### src/rtl/card_pkg.sv
// card_pkg: deck geometry, card index type, dealer state encoding and
// the suit/rank helpers shared with the downstream decode.
package card_pkg;

  localparam int SUITS     = 4;
  localparam int RANKS     = 13;
  localparam int DECK_SIZE = SUITS * RANKS;

  typedef logic [5:0] card_t;

  typedef enum logic [1:0] {
    ST_IDLE   = 2'd0,
    ST_SEARCH = 2'd1,
    ST_DONE   = 2'd2
  } dealer_state_t;

  // suit = index / RANKS
  function automatic logic [1:0] card_suit(card_t c);
    return 2'(int'(c) / RANKS);
  endfunction

  // rank = index % RANKS
  function automatic logic [3:0] card_rank(card_t c);
    return 4'(int'(c) % RANKS);
  endfunction

  // Fold a raw 6-bit value into 0..deck-1 with a single subtraction.
  // The raw value is < 64, so one fold is enough for any deck of 32 or more.
  function automatic card_t wrap_start(logic [5:0] v, int deck);
    if (int'(v) >= deck) return card_t'(int'(v) - deck);
    return v;
  endfunction

endpackage

### src/rtl/card_dealer_if.sv
// card_dealer_if: request/response bundle between a requester (master)
// and the card dealer (slave).
interface card_dealer_if
  import card_pkg::*;
();

  logic       shuffle;
  logic       deal_req;
  logic       busy;
  card_t      card_bit;
  logic       card_valid;
  logic       deal_err;
  logic [5:0] cards_left;
  logic       deck_empty;

  modport master (
    output shuffle, deal_req,
    input  busy, card_bit, card_valid, deal_err, cards_left, deck_empty
  );

  modport slave (
    input  shuffle, deal_req,
    output busy, card_bit, card_valid, deal_err, cards_left, deck_empty
  );

endinterface

### src/rtl/card_lfsr.sv
// card_lfsr: 16-bit Fibonacci LFSR, x^16+x^14+x^13+x^11+1, shifting left
// every cycle out of reset. SEED must be non-zero or the sequence locks up.
module card_lfsr #(
  parameter logic [15:0] SEED = 16'hACE1
) (
  input  logic        clk,
  input  logic        rst_n,
  output logic [15:0] lfsr
);

  logic [15:0] lfsr_q, lfsr_d;

  // Taps 16,14,13,11 map to bits 15,13,12,10; feedback enters at bit 0.
  always_comb begin
    lfsr_d = {lfsr_q[14:0], lfsr_q[15] ^ lfsr_q[13] ^ lfsr_q[12] ^ lfsr_q[10]};
  end

  // Free-running state register.
  always_ff @(posedge clk or negedge rst_n) begin
    if (!rst_n) lfsr_q <= SEED;
    else        lfsr_q <= lfsr_d;
  end

  assign lfsr = lfsr_q;

endmodule

### src/rtl/card_dealer.sv
// card_dealer: deals one not-yet-dealt card index per request from a
// dealt-mask, probing one slot per cycle from a start index and wrapping
// at the end of the deck. Every output is a flop.
//
// Build option CARD_DEALER_LFSR_EN: when defined, the start index comes
// from a free-running LFSR (pseudo-random deal order); when undefined the
// start index is 0 and cards come out in ascending order.
module card_dealer
  import card_pkg::*;
#(
  parameter int          SUITS     = card_pkg::SUITS,
  parameter int          RANKS     = card_pkg::RANKS,
  parameter logic [15:0] LFSR_SEED = 16'hACE1
) (
  input  logic         clk,
  input  logic         rst_n,
  card_dealer_if.slave bus
);

  localparam int         DECK     = SUITS * RANKS;
  localparam card_t      LAST_IDX = card_t'(DECK - 1);
  localparam logic [5:0] FULL_CNT = 6'(DECK);

  localparam logic [1:0] IDLE   = ST_IDLE;
  localparam logic [1:0] SEARCH = ST_SEARCH;
  localparam logic [1:0] DONE   = ST_DONE;

  logic [1:0]      state_q, state_d;
  card_t           probe_q, probe_d;
  logic [DECK-1:0] dealt_q, dealt_d;
  logic [5:0]      left_q,  left_d;
  card_t           card_q,  card_d;
  logic            valid_q, valid_d;
  logic            err_q,   err_d;
  logic            busy_q,  busy_d;
  logic            empty_q, empty_d;

  card_t           start_idx;

`ifdef CARD_DEALER_LFSR_EN
  logic [15:0] lfsr;
  logic        unused_lfsr_hi;

  card_lfsr #(.SEED(LFSR_SEED)) u_lfsr (
    .clk   (clk),
    .rst_n (rst_n),
    .lfsr  (lfsr)
  );

  // Low six LFSR bits, folded into the deck range.
  assign start_idx      = wrap_start(lfsr[5:0], DECK);
  assign unused_lfsr_hi = ^lfsr[15:6];
`else
  logic unused_seed;

  // Deterministic order: always start probing at slot 0.
  assign start_idx   = '0;
  assign unused_seed = ^LFSR_SEED;
`endif

  // Next-state: request acceptance, linear probe search, one-cycle DONE,
  // with shuffle overriding everything except the last dealt card index.
  always_comb begin
    state_d = state_q;
    probe_d = probe_q;
    dealt_d = dealt_q;
    left_d  = left_q;
    card_d  = card_q;
    valid_d = 1'b0;
    err_d   = 1'b0;

    case (state_q)
      IDLE: begin
        if (bus.deal_req) begin
          if (left_q == '0) begin
            err_d = 1'b1;
          end else begin
            probe_d = start_idx;
            state_d = SEARCH;
          end
        end
      end
      SEARCH: begin
        // A free slot always exists here: IDLE only leaves with cards left.
        if (!dealt_q[probe_q]) begin
          dealt_d[probe_q] = 1'b1;
          card_d           = probe_q;
          left_d           = left_q - 6'd1;
          valid_d          = 1'b1;
          state_d          = DONE;
        end else begin
          probe_d = (probe_q == LAST_IDX) ? card_t'(0) : probe_q + card_t'(1);
        end
      end
      DONE: begin
        state_d = IDLE;
      end
      default: begin
        state_d = IDLE;
      end
    endcase

    // Shuffle aborts any search and drops a coincident request.
    if (bus.shuffle) begin
      dealt_d = '0;
      left_d  = FULL_CNT;
      card_d  = card_q;
      valid_d = 1'b0;
      err_d   = 1'b0;
      state_d = IDLE;
    end
  end

  // Status outputs are registered copies of the next-state view.
  always_comb begin
    busy_d  = (state_d != IDLE);
    empty_d = (left_d == '0);
  end

  // State and output registers.
  always_ff @(posedge clk or negedge rst_n) begin
    if (!rst_n) begin
      state_q <= IDLE;
      probe_q <= '0;
      dealt_q <= '0;
      left_q  <= FULL_CNT;
      card_q  <= '0;
      valid_q <= 1'b0;
      err_q   <= 1'b0;
      busy_q  <= 1'b0;
      empty_q <= 1'b0;
    end else begin
      state_q <= state_d;
      probe_q <= probe_d;
      dealt_q <= dealt_d;
      left_q  <= left_d;
      card_q  <= card_d;
      valid_q <= valid_d;
      err_q   <= err_d;
      busy_q  <= busy_d;
      empty_q <= empty_d;
    end
  end

  assign bus.busy       = busy_q;
  assign bus.card_bit   = card_q;
  assign bus.card_valid = valid_q;
  assign bus.deal_err   = err_q;
  assign bus.cards_left = left_q;
  assign bus.deck_empty = empty_q;

endmodule
### src/flat_wrapper.sv
// flat-port wrapper written by rule: the top's interface ports become plain ports
module card_dealer_flat import card_pkg::*;
#(
  parameter int          SUITS     = card_pkg::SUITS,
  parameter int          RANKS     = card_pkg::RANKS,
  parameter logic [15:0] LFSR_SEED = 16'hACE1
)
  (clk, rst_n, bus_shuffle, bus_deal_req, bus_busy, bus_card_bit, bus_card_valid, bus_deal_err, bus_cards_left, bus_deck_empty);
  card_dealer_if bus_i ();
  input  logic clk;
  input  logic rst_n;
  input wire logic [$bits(bus_i.shuffle)-1:0] bus_shuffle;
  input wire logic [$bits(bus_i.deal_req)-1:0] bus_deal_req;
  output wire logic [$bits(bus_i.busy)-1:0] bus_busy;
  output wire logic [$bits(bus_i.card_bit)-1:0] bus_card_bit;
  output wire logic [$bits(bus_i.card_valid)-1:0] bus_card_valid;
  output wire logic [$bits(bus_i.deal_err)-1:0] bus_deal_err;
  output wire logic [$bits(bus_i.cards_left)-1:0] bus_cards_left;
  output wire logic [$bits(bus_i.deck_empty)-1:0] bus_deck_empty;
  assign bus_i.shuffle = bus_shuffle;
  assign bus_i.deal_req = bus_deal_req;
  assign bus_busy = bus_i.busy;
  assign bus_card_bit = bus_i.card_bit;
  assign bus_card_valid = bus_i.card_valid;
  assign bus_deal_err = bus_i.deal_err;
  assign bus_cards_left = bus_i.cards_left;
  assign bus_deck_empty = bus_i.deck_empty;
  card_dealer #(.SUITS(SUITS), .RANKS(RANKS), .LFSR_SEED(LFSR_SEED)) u_core (.clk(clk), .rst_n(rst_n), .bus(bus_i));
endmodule
### config.mk
export PLATFORM = sky130hd
export DESIGN_NAME = card_dealer_flat
export DESIGN_NICKNAME = d
export VERILOG_FILES = /design/src/rtl/card_pkg.sv /design/src/rtl/card_dealer_if.sv /design/src/rtl/card_lfsr.sv /design/src/rtl/card_dealer.sv /design/src/flat_wrapper.sv
export SDC_FILE = /design/constraint.sdc
export NUM_CORES = 1
export LEC_CHECK = 0
export BUFFER_PORTS_ARGS = -buffer_cell sky130_fd_sc_hd__buf_2
export CAP_MARGIN = 30
export CORE_MARGIN = 4
export CORE_UTILIZATION = 30
export CTS_BUF_LIST = sky130_fd_sc_hd__clkbuf_4 sky130_fd_sc_hd__clkbuf_8 sky130_fd_sc_hd__clkbuf_16
export CTS_CLUSTER_DIAMETER = 80
export CTS_CLUSTER_SIZE = 40
export DETAILED_ROUTE_END_ITERATION = 7
export HOLD_SLACK_MARGIN = 0.06
export PLACE_DENSITY = 0.52
export REMOVE_ABC_BUFFERS = 1
export SETUP_SLACK_MARGIN = 0.1
export SKIP_LAST_GASP = 1
export SLEW_MARGIN = 25
export SYNTH_ARGS = -nofsm -noshare
export SYNTH_HDL_FRONTEND = slang
export SYNTH_SLANG_ARGS = --single-unit
### constraint.sdc
create_clock -name clk -period 3.97 [get_ports clk]
set_input_delay 1.191 -clock clk [delete_from_list [all_inputs] [get_ports clk]]
set_output_delay 1.191 -clock clk [all_outputs]
set_load 0.005 [all_outputs]
After elaboration in Yosys (flattened, before gate mapping):

Index checks and enable logic that the tools add are counted.

* order comparisons: 2
* muxes and demuxes: 27
* reductions and logical operators: 10
* equal/unequal tests: 6
* add/sub/neg operators: 2
* bitwise logic cells: 3

Operators by type and width (count)
* two-way mux 52 bit: 3
* OR 52 bit: 1
* two-way mux 6 bit: 7
* zero test 6 bit: 2
* one-hot mux 6 bit (2 select lines): 1
* two-way mux 1 bit: 9
* two-way mux 2 bit: 4
* < comparator 6 x 7 -> 1 bit, second input constant: 1
* adder 6 x 1 -> 6 bit, second input constant: 1
* binary-select mux 1 bit (select 6 bit): 1
* demux 1 bit (select 6 bit): 1
* == test 6 bit, second input constant: 1
* greater-or-equal comparator 6 x 1 -> 1 bit, second input constant: 1
* inequality test 2 bit, second input constant: 3
* nonzero test 2 bit: 3
* subtractor 6 x 1 -> 6 bit, second input constant: 1
* one-hot mux 2 bit (2 select lines): 1
* AND reduction 4 bit: 1
* AND reduction 3 bit: 1
* == test 2 x 1 -> 1 bit, second input constant: 1
* zero test 2 bit: 1
* inequality test 2 x 1 -> 1 bit, second input constant: 1
* inverter 1 bit: 2
* AND reduction 2 bit: 1
* logical AND 1 bit: 1

* output and inout bits: 16
* flip-flop bits (word level): 76
* word-level logic and storage cells: 59
* input bits: 4

Logic depth before layout (Yosys ltp):

Gate-level depths: netlist (run 1).

* word-level depth: 8
* mapped depth: 12
* mapped depth without buffers: 7

Worst setup path before layout (run 1):

Ideal clock, no wire load.

* kind: register -> register
* start point: reg u_core.probe_q[0]
* end point: reg u_core.empty_q, in the netlist u_core.bus.deck_empty
* arrival: 2453 ps
* library setup time: 111 ps
* slack: 1406 ps
* stages on the path, launching flop included: 11
* clock period less this slack: 2564 ps
* cell sequence: dfrtp_1 > buf_6 > and3_4 > buf_6 > a22o_1 > o31a_1 > or3_4 > nor3_2 > buf_4 > o2111ai_2 > a2111oi_2

* longest elaborated chain between the ends: 6

RTL lines
* start, declared: RTL line card_dealer.sv:29 `card_t probe_q, probe_d;`
* start signal, assigned: RTL line card_dealer.sv:134 `probe_q <= probe_d;`
* binary-select mux 1 bit (select 6 bit): RTL line card_dealer.sv:85 `if (!dealt_q[probe_q]) begin`
* two-way mux 1 bit (not written as such): RTL line card_dealer.sv:85
* two-way mux 6 bit: RTL line card_dealer.sv:85
* two-way mux 6 bit: RTL line card_dealer.sv:72 `case (state_q)`
* two-way mux 6 bit: RTL line card_dealer.sv:104 `if (bus.shuffle) begin`
* zero test 6 bit: RTL line card_dealer.sv:117 `empty_d = (left_d == '0);`
* named net u_core.empty_d: RTL line card_dealer.sv:36 `logic empty_q, empty_d;`
* end signal, assigned: RTL line card_dealer.sv:141 `empty_q <= empty_d;`
* end, declared: RTL line card_dealer.sv:36

The timed path passes the listed nets, and every way through them passes these cells. The select of a mux whose other input is x is not followed.
A chain may end at the register's enable or synchronous reset.

Worst setup path in the final report (run 1):

* start point: reg u_core.probe_q[1]
* end point: reg u_core.card_q[0], in the netlist u_core.bus.card_bit[0]

* longest elaborated chain between the ends: 4

RTL lines
* binary-select mux 1 bit (select 6 bit): RTL line card_dealer.sv:85
* two-way mux 1 bit (not written as such): RTL line card_dealer.sv:85
* inverter 1 bit (no line)
* AND reduction 3 bit (no line)
* end signal, assigned: RTL line card_dealer.sv:137 `card_q <= card_d;`
* end, declared: RTL line card_dealer.sv:32 `card_t card_q, card_d;`

Every way passes these cells. The select of a mux whose other input is x is not followed.

==> summary.md, run 1 <==
| Metric | Value |
|---|---|
| Critical path required time | 4180 ps |
| Sequential area share after synthesis | 51.7% |
| Final #Nets | 367 |
| CTS tree | yes |
| Asr flop ratio synth | 100% |
| Global-route wire length before repair | 15,600 um |
| Detailed placement HPWL | 5800 um |
| Critical path class | register to register |
| Simple-gate share of the synthesized area | 17.1% |
| Final Wtd Congestion | 0.761 |
| Synthesis-stage register bit count | 76 |
| Die height | 119 um |
| Cell area after synthesis | 0.00368 sq mm |
| Post-CTS setup buffers | 0 |
| Final worst path period share | 88.5% |
| Max FO, Critical Path | 22 |
| Status | completed |
| GRT Total Usage | 13.7% |
| Post-layout minimum cycle time | 3510 ps |
| Area Growth Syn to Fin | 13.4% |
| Die Area | 0.0141 sq mm |
| I/O pin cnt | 20 |
| Highest ir drop seen on vdd | 0.000175 V |
| Sw Share | 24.0% |
| Largest delay share family, worst path | simple AND/OR/NAND/NOR gates |
| Root buf cell | clkbuf_16 |
| Top cell type by total area after synthesis | dfrtp_1 |
| Hold_ws | 491 ps |
| Synth area leaders | dfrtp_1 50%, a31oi_1 7.6%, nor2_1 6.8% |
| Power Density | 410 mW/mm^2 |
| Die width | 119 um |
| Initial Util | 30.7% |
| Post-synth EDFFs | 0 |
| Post-route ant nets | 0 |
| RSZ-0062 raised after global routing | false |
| Largest family of logic cells by synthesized area | simple AND/OR/NAND/NOR gates |
| GR met2 Demand/Resource | 20.5% |
| Met1 usage | 19.8% |
| Compound-gate portion of the synthesized area | 16.2% |
| Clk_lat worst skew | 330 ps |
| Clock slew at reported path FFs | 60 ps |
| Antenna cells | 0 |
| Grt ovf | 0 |
| Unique cell type count in the Yosys netlist | 54 |
| CTS Buf Count | 9 |
| Final Setup Violations | 0 |
| Initial antenna violation count | 0 |
| CTS sink cnt | 76 |
| P_leak | 1.78 nW |
| CORE AREA | 0.0120 sq mm |
| Max-cap viol count | 0 |
| Proportion of synthesized area in mux cells | 8.49% |
| Fin Clk Skew | 6.80 ps |
| Critical-path cell list | nor3b_2, a22o_1, o31a_1, nor3_1, nand3_1, nor2_2, mux2_2 |
| Vias per inst | 5.50 |
| Switching power total | 0.411 mW |
| Clk pwr share | 45.7% |
| Seq pwr share | 46.9% |
| Slew HR | 40.4% |
| Hold_buf cts | 0 |
| CP endpoint kind | register |
| Largest net degree at the start of global routing | 77 |
| Final hold vios | 0 |
| # rows | 40 |
| Post-cts resize count | 0 |
| Top cell type's share of synthesized area | 49.6% |
| Critical path buffers and inverters | 0 |
| Power, Total | 1.71 mW |
| Yosys warns | 0 |
| WL per Instance | 17.9 um |
| TritonRoute pass-1 iters | 4 |
| Final slew viol count | 0 |
| Fillers | 1,240 |
| Primary FF master, synth | dfrtp_1 |
| Critical Path Max Stage Delay | 920 ps |
| CTS Buffer Depth | 2 |
| Share of cells above drive strength 1 | 18.7% |
| Synth Area in Adders | 1.02% |
| Syn Inst Count | 347 |
| Drt initial violations | 307 |
| Internal power | 1.30 mW |
| Worst EP arrival | 3730 ps |
| HP Class | register to register |
| DRC viols | 0 |
| IO buf count | 19 |
| Comb pwr share | 7.4% |
| Drt total wl | 9120 um |
| Routed vias | 2,803 |
| CP max-delay cell | dfrtp_1 |
| Max Freq | 285 MHz |
| Vias in the first global route | 2,817 |
| Top Usage Layer GRT | met2 |
| Setup TNS | 0 ps |
| XOR/XNOR Fraction of Synth Area | 0.951% |
| M3 GR Usage | 3.61% |
| Syn_area_per_cell | 10.6 sq um |
| H-tree levels | 3 |
| CP Launch Type | register |
| Worst slew pin tran | 887 ps |
worst reg2reg max path, stage by stage, from the launching register on:
cell and delay (ps):
dfrtp_1 920, nor3b_2 250, a22o_1 260, o31a_1 310, nor3_1 650, nand3_1 280
nor2_2 350, mux2_2 380
state kept, by name, summed over array words and instances, names as in the netlist:
signal and cells:
u_core.bus.card_valid 1, u_core.bus.deck_empty 1, u_core.probe_q 6, u_core.dealt_q 52, u_core.state_q 2, u_core.bus.cards_left 6
u_core.bus.deal_err 1, u_core.bus.busy 1, u_core.bus.card_bit 6
routing by layer:
layer / up-vias / routed length [um]
li1: 1303 / -
met1: 1427 / 4550
met2: 67 / 4150
met3: 6 / 362
met4: 0 / 55
met5: - / 0
metrics by stage:
step                util [%]  instance area [sq um]  std cells  worst slack, ps
floorplan                  -                   3540        321             -537
global placement        32.4                   3890        496              627
detailed placement      32.4                   3890        496              570
CTS                     34.8                   4170        510              532
global route            34.8                   4180        510              252
finish                  34.8                   4180        510              458
cells in the final DEF, fill, tap and decap left out, drive strengths merged, types with 6 or more instances in the layout:
master / n
mux2: 6
dfrtp: 73
nand3: 10
a31oi: 45
nor3: 8
buf: 28
clkbuf: 9
mux4: 6
nor2: 68
nor3b: 7
mux2i: 11
inv: 6
a41oi: 8
nand2b: 7
cell families after synthesis:
kind of cell               Yosys count
and+or+nand+nor                    125
AOI/OAI and AO/OA                   84
DFF                                 76
buffers and inverters               32
muxes                               23
xor gates and xnor gates             4
adders and majority gates            3
cell usage after synthesis (3+ instances only):
| library cell | instances |
|---|---|
| nor3_1 | 6 |
| mux4_2 | 6 |
| a41oi_1 | 8 |
| a22o_1 | 4 |
| mux2_2 | 6 |
| dfstp_2 | 3 |
| nand2_1 | 5 |
| o21ai_0 | 4 |
| a31oi_1 | 45 |
| nor2b_1 | 4 |
| clkbuf_1 | 10 |
| nor2_1 | 67 |
| o22ai_1 | 3 |
| nor4_1 | 3 |
| nand2b_1 | 7 |
| dfrtp_1 | 73 |
| buf_6 | 4 |
| mux2i_1 | 11 |
| buf_2 | 11 |
| o31ai_1 | 3 |
| inv_1 | 6 |
| a21o_1 | 4 |
| nor3b_1 | 5 |
| ha_1 | 3 |
| nand3_1 | 10 |
| nand4_1 | 3 |
path summary, 6_finish.rpt:
| check | start | to | slack [ps] | cells after the start |
|---|---|---|---|---|
| setup / recovery | u_core.probe_q[1] | u_core.bus.card_bit[0] | 460 | 7 |
| hold / removal | u_core.dealt_q[48] | u_core.dealt_q[48] | 490 | 2 |
| setup reg to reg | u_core.probe_q[1] | u_core.bus.card_bit[0] | 460 | 7 |
| hold reg to reg | u_core.dealt_q[48] | u_core.dealt_q[48] | 490 | 2 |
| max in group asynchronous | rst_n | u_core.probe_q[2] | 2580 | 1 |
| min in group asynchronous | rst_n | u_core.dealt_q[23] | 850 | 1 |
power by group through the flow:
stage | clock, mW | sequential [mW] | combinational (mW)
6_report | 0.783 | 0.804 | 0.127
5_1_grt | 0.847 | 0.806 | 0.145
3_3_place_gp | 0 | 0.818 | 0.127
3_5_place_dp | 0 | 0.818 | 0.128
2_1_floorplan | 0 | 0.818 | 0.0641
4_1_cts | 0.810 | 0.804 | 0.129
layout make-up:
cell class | count | area, sq um | area share, %
clock buffers | 9 | 225 | 5.39
clock inverters | 5 | 55.1 | 1.32
inverters | 6 | 22.5 | 0.539
multi-input cells | 239 | 1620 | 38.7
flip-flops and latches | 76 | 1910 | 45.6
well taps | 147 | 184 | 4.40
repair buffers | 28 | 169 | 4.04
(Power assumes the default switching activity.)
==> run 2: changes to the inputs <==
RECOVER_POWER = 25   (was not set)
==> summary.md, run 2 (synthesis results as in run 1) <==
| Metric | Value |
|---|---|
| Status | finished with violations |
| Failing checks | capacitance limit, slew limit |
| Area Growth Syn to Fin | 13.2% |
| Clock slew at reported path FFs | 60 ps (about the same) |
| I/O pin cnt | 20 (unchanged) |
| Non-filler cells, final | 510 (unchanged) |
| Post-cts resize count | 0 (unchanged) |
| TritonRoute pass-1 iters | 4 (unchanged) |
| DRC viols | 0 (unchanged) |
| Highest ir drop seen on vdd | 0.000172 V (-1.6%) |
| Final slew viol count | 77 (+77) |
| Worst EP arrival | 3640 ps (-90 ps) |
| Max-cap viol count | 1 (+1) |
| Max FO, Critical Path | 22 (unchanged) |
| WL per Instance | 17.8 um (-0.35%) |
| Routed vias | 2,805 (+0.071%) |
| Initial Util | 30.7% (unchanged) |
| CTS Buffer Depth | 2 (unchanged) |
| Die height | 119 um (unchanged) |
| Detailed placement HPWL | 5800 um (unchanged) |
| Grt ovf | 0 (unchanged) |
| CTS tree | yes |
| # rows | 40 (unchanged) |
| Power Density | 410 mW/mm^2 (about the same) |
| Vias in the first global route | 2,817 (unchanged) |
| Fillers | 1,241 (+0.081%) |
| Die width | 119 um (unchanged) |
| Critical path required time | 4180 ps (about the same) |
| Hold_buf cts | 0 (unchanged) |
| Post-layout minimum cycle time | 3420 ps (-87.3 ps) |
| CORE AREA | 0.0120 sq mm (unchanged) |
| IO buf count | 19 (unchanged) |
| CP endpoint kind | register |
| CP Launch Type | register |
| Share of cells above drive strength 1 | 18.7% (unchanged) |
| Commonest cells after routing, fill and taps aside | 73 x dfrtp_1, 67 x nor2_1, 45 x a31oi_1 |
| Clk_lat worst skew | 330 ps (about the same) |
| Post-route ant nets | 0 (unchanged) |
| P_leak | 1.78 nW (-0.11%) |
| RSZ-0062 raised after global routing | false |
| Final hold vios | 0 (unchanged) |
| HP Class | register to register |
| Initial antenna violation count | 0 (unchanged) |
| Global-route wire length before repair | 15,600 um (unchanged) |
| H-tree levels | 3 (unchanged) |
| Root buf cell | clkbuf_16 |
| Final Setup Violations | 0 (unchanged) |
| Final worst path period share | 86.3% (-2.2 points) |
| Drt total wl | 9090 um (-0.35%) |
| Dpl cells | 496 (unchanged) |
| Slew HR | -25.1% (-66 points) |
| Max Freq | 292 MHz (+2.5%) |
| Post-CTS setup buffers | 0 (unchanged) |
| Critical path class | register to register |
| Worst slew pin tran | 1880 ps (+990 ps) |
| CTS Buf Count | 9 (unchanged) |
| Max FFs per register | 52 (unchanged) |
| Final #Nets | 367 (unchanged) |
| Drt initial violations | 277 (-9.8%) |
| Fin Clk Skew | 8.60 ps (+1.81 ps) |
| Antenna cells | 0 (unchanged) |
| CTS sink cnt | 76 (unchanged) |
| GRT Total Usage | 13.7% (unchanged) |
| Die Area | 0.0141 sq mm (unchanged) |
| Final Wtd Congestion | 0.761 (unchanged) |
| Largest net degree at the start of global routing | 77 (unchanged) |
| Top reg by flops | u_core.dealt_q |
| Commonest non-fill, non-tap cell in the layout | dfrtp_1 |
| Power, Total | 1.71 mW (-0.15%) |
| Vias per inst | 5.50 (about the same) |
run 2: critical path, stage by stage (launching register included):
cell     delay [ps]
dfrtp_1         920
nor3b_2         240
a22o_1          260
o31a_1          310
nor3_1          590
nand3_1         260
nor2_2          340
mux2_2          380
run 2: path summary, 6_finish.rpt:
| kind | startpoint | to | slack, ps | cells after the start |
|---|---|---|---|---|
| worst max-delay path | u_core.probe_q[1] | u_core.bus.card_bit[0] | 550 | 7 |
| worst min-delay path | u_core.dealt_q[48] | u_core.dealt_q[48] | 490 | 2 |
| worst max register to register | u_core.probe_q[1] | u_core.bus.card_bit[0] | 550 | 7 |
| worst min register to register | u_core.dealt_q[48] | u_core.dealt_q[48] | 490 | 2 |
| max in group asynchronous | rst_n | u_core.bus.cards_left[0] | 1470 | 1 |
| min in group asynchronous | rst_n | u_core.dealt_q[20] | 1370 | 1 |
run 2: area by class of cell:
| cell class | count | area [sq um] | area share [%] |
|---|---|---|---|
| clock inverter | 5 | 55.1 | 1.32 |
| timing repair buffer | 28 | 163 | 3.90 |
| inverter | 6 | 22.5 | 0.540 |
| sequential | 76 | 1910 | 45.7 |
| clock buffer | 9 | 225 | 5.40 |
| tap | 147 | 184 | 4.41 |
| multi-input combinational | 239 | 1620 | 38.8 |
run 2: where the power goes:
group | total (mW) | leakage [nW] | internal, mW | switching (mW)
combinational | 0.126 | 0.595 | 0.0387 | 0.0874
sequential | 0.804 | 1.05 | 0.787 | 0.0172
clock | 0.781 | 0.133 | 0.477 | 0.305
run 2: through the flow:
step                      worst slack [ps]  cell area, sq um  setup TNS (ps)  utilization (%)  hold WS, ps
after global placement                 627              3890               0             32.4          472
final                                  545              4170               0             34.7          491
after CTS                              532              4170               0             34.8          496
after detailed placement               570              3890               0             32.4          484
after global routing                   252              4170               0             34.7          516
after floorplan                       -537              3540           -8580                -          454
run 2: routing by layer:
layer  wire length, um  vias up  part of all wire [%]  global-route usage, %
met5                 0        -                     0                      0
met4                19        0                  0.21                   3.04
met3               461        2                   5.1                   3.61
met2              4240       66                    47                   20.5
met1              4360     1428                    48                   19.8
li1                  -     1309                     -                      -
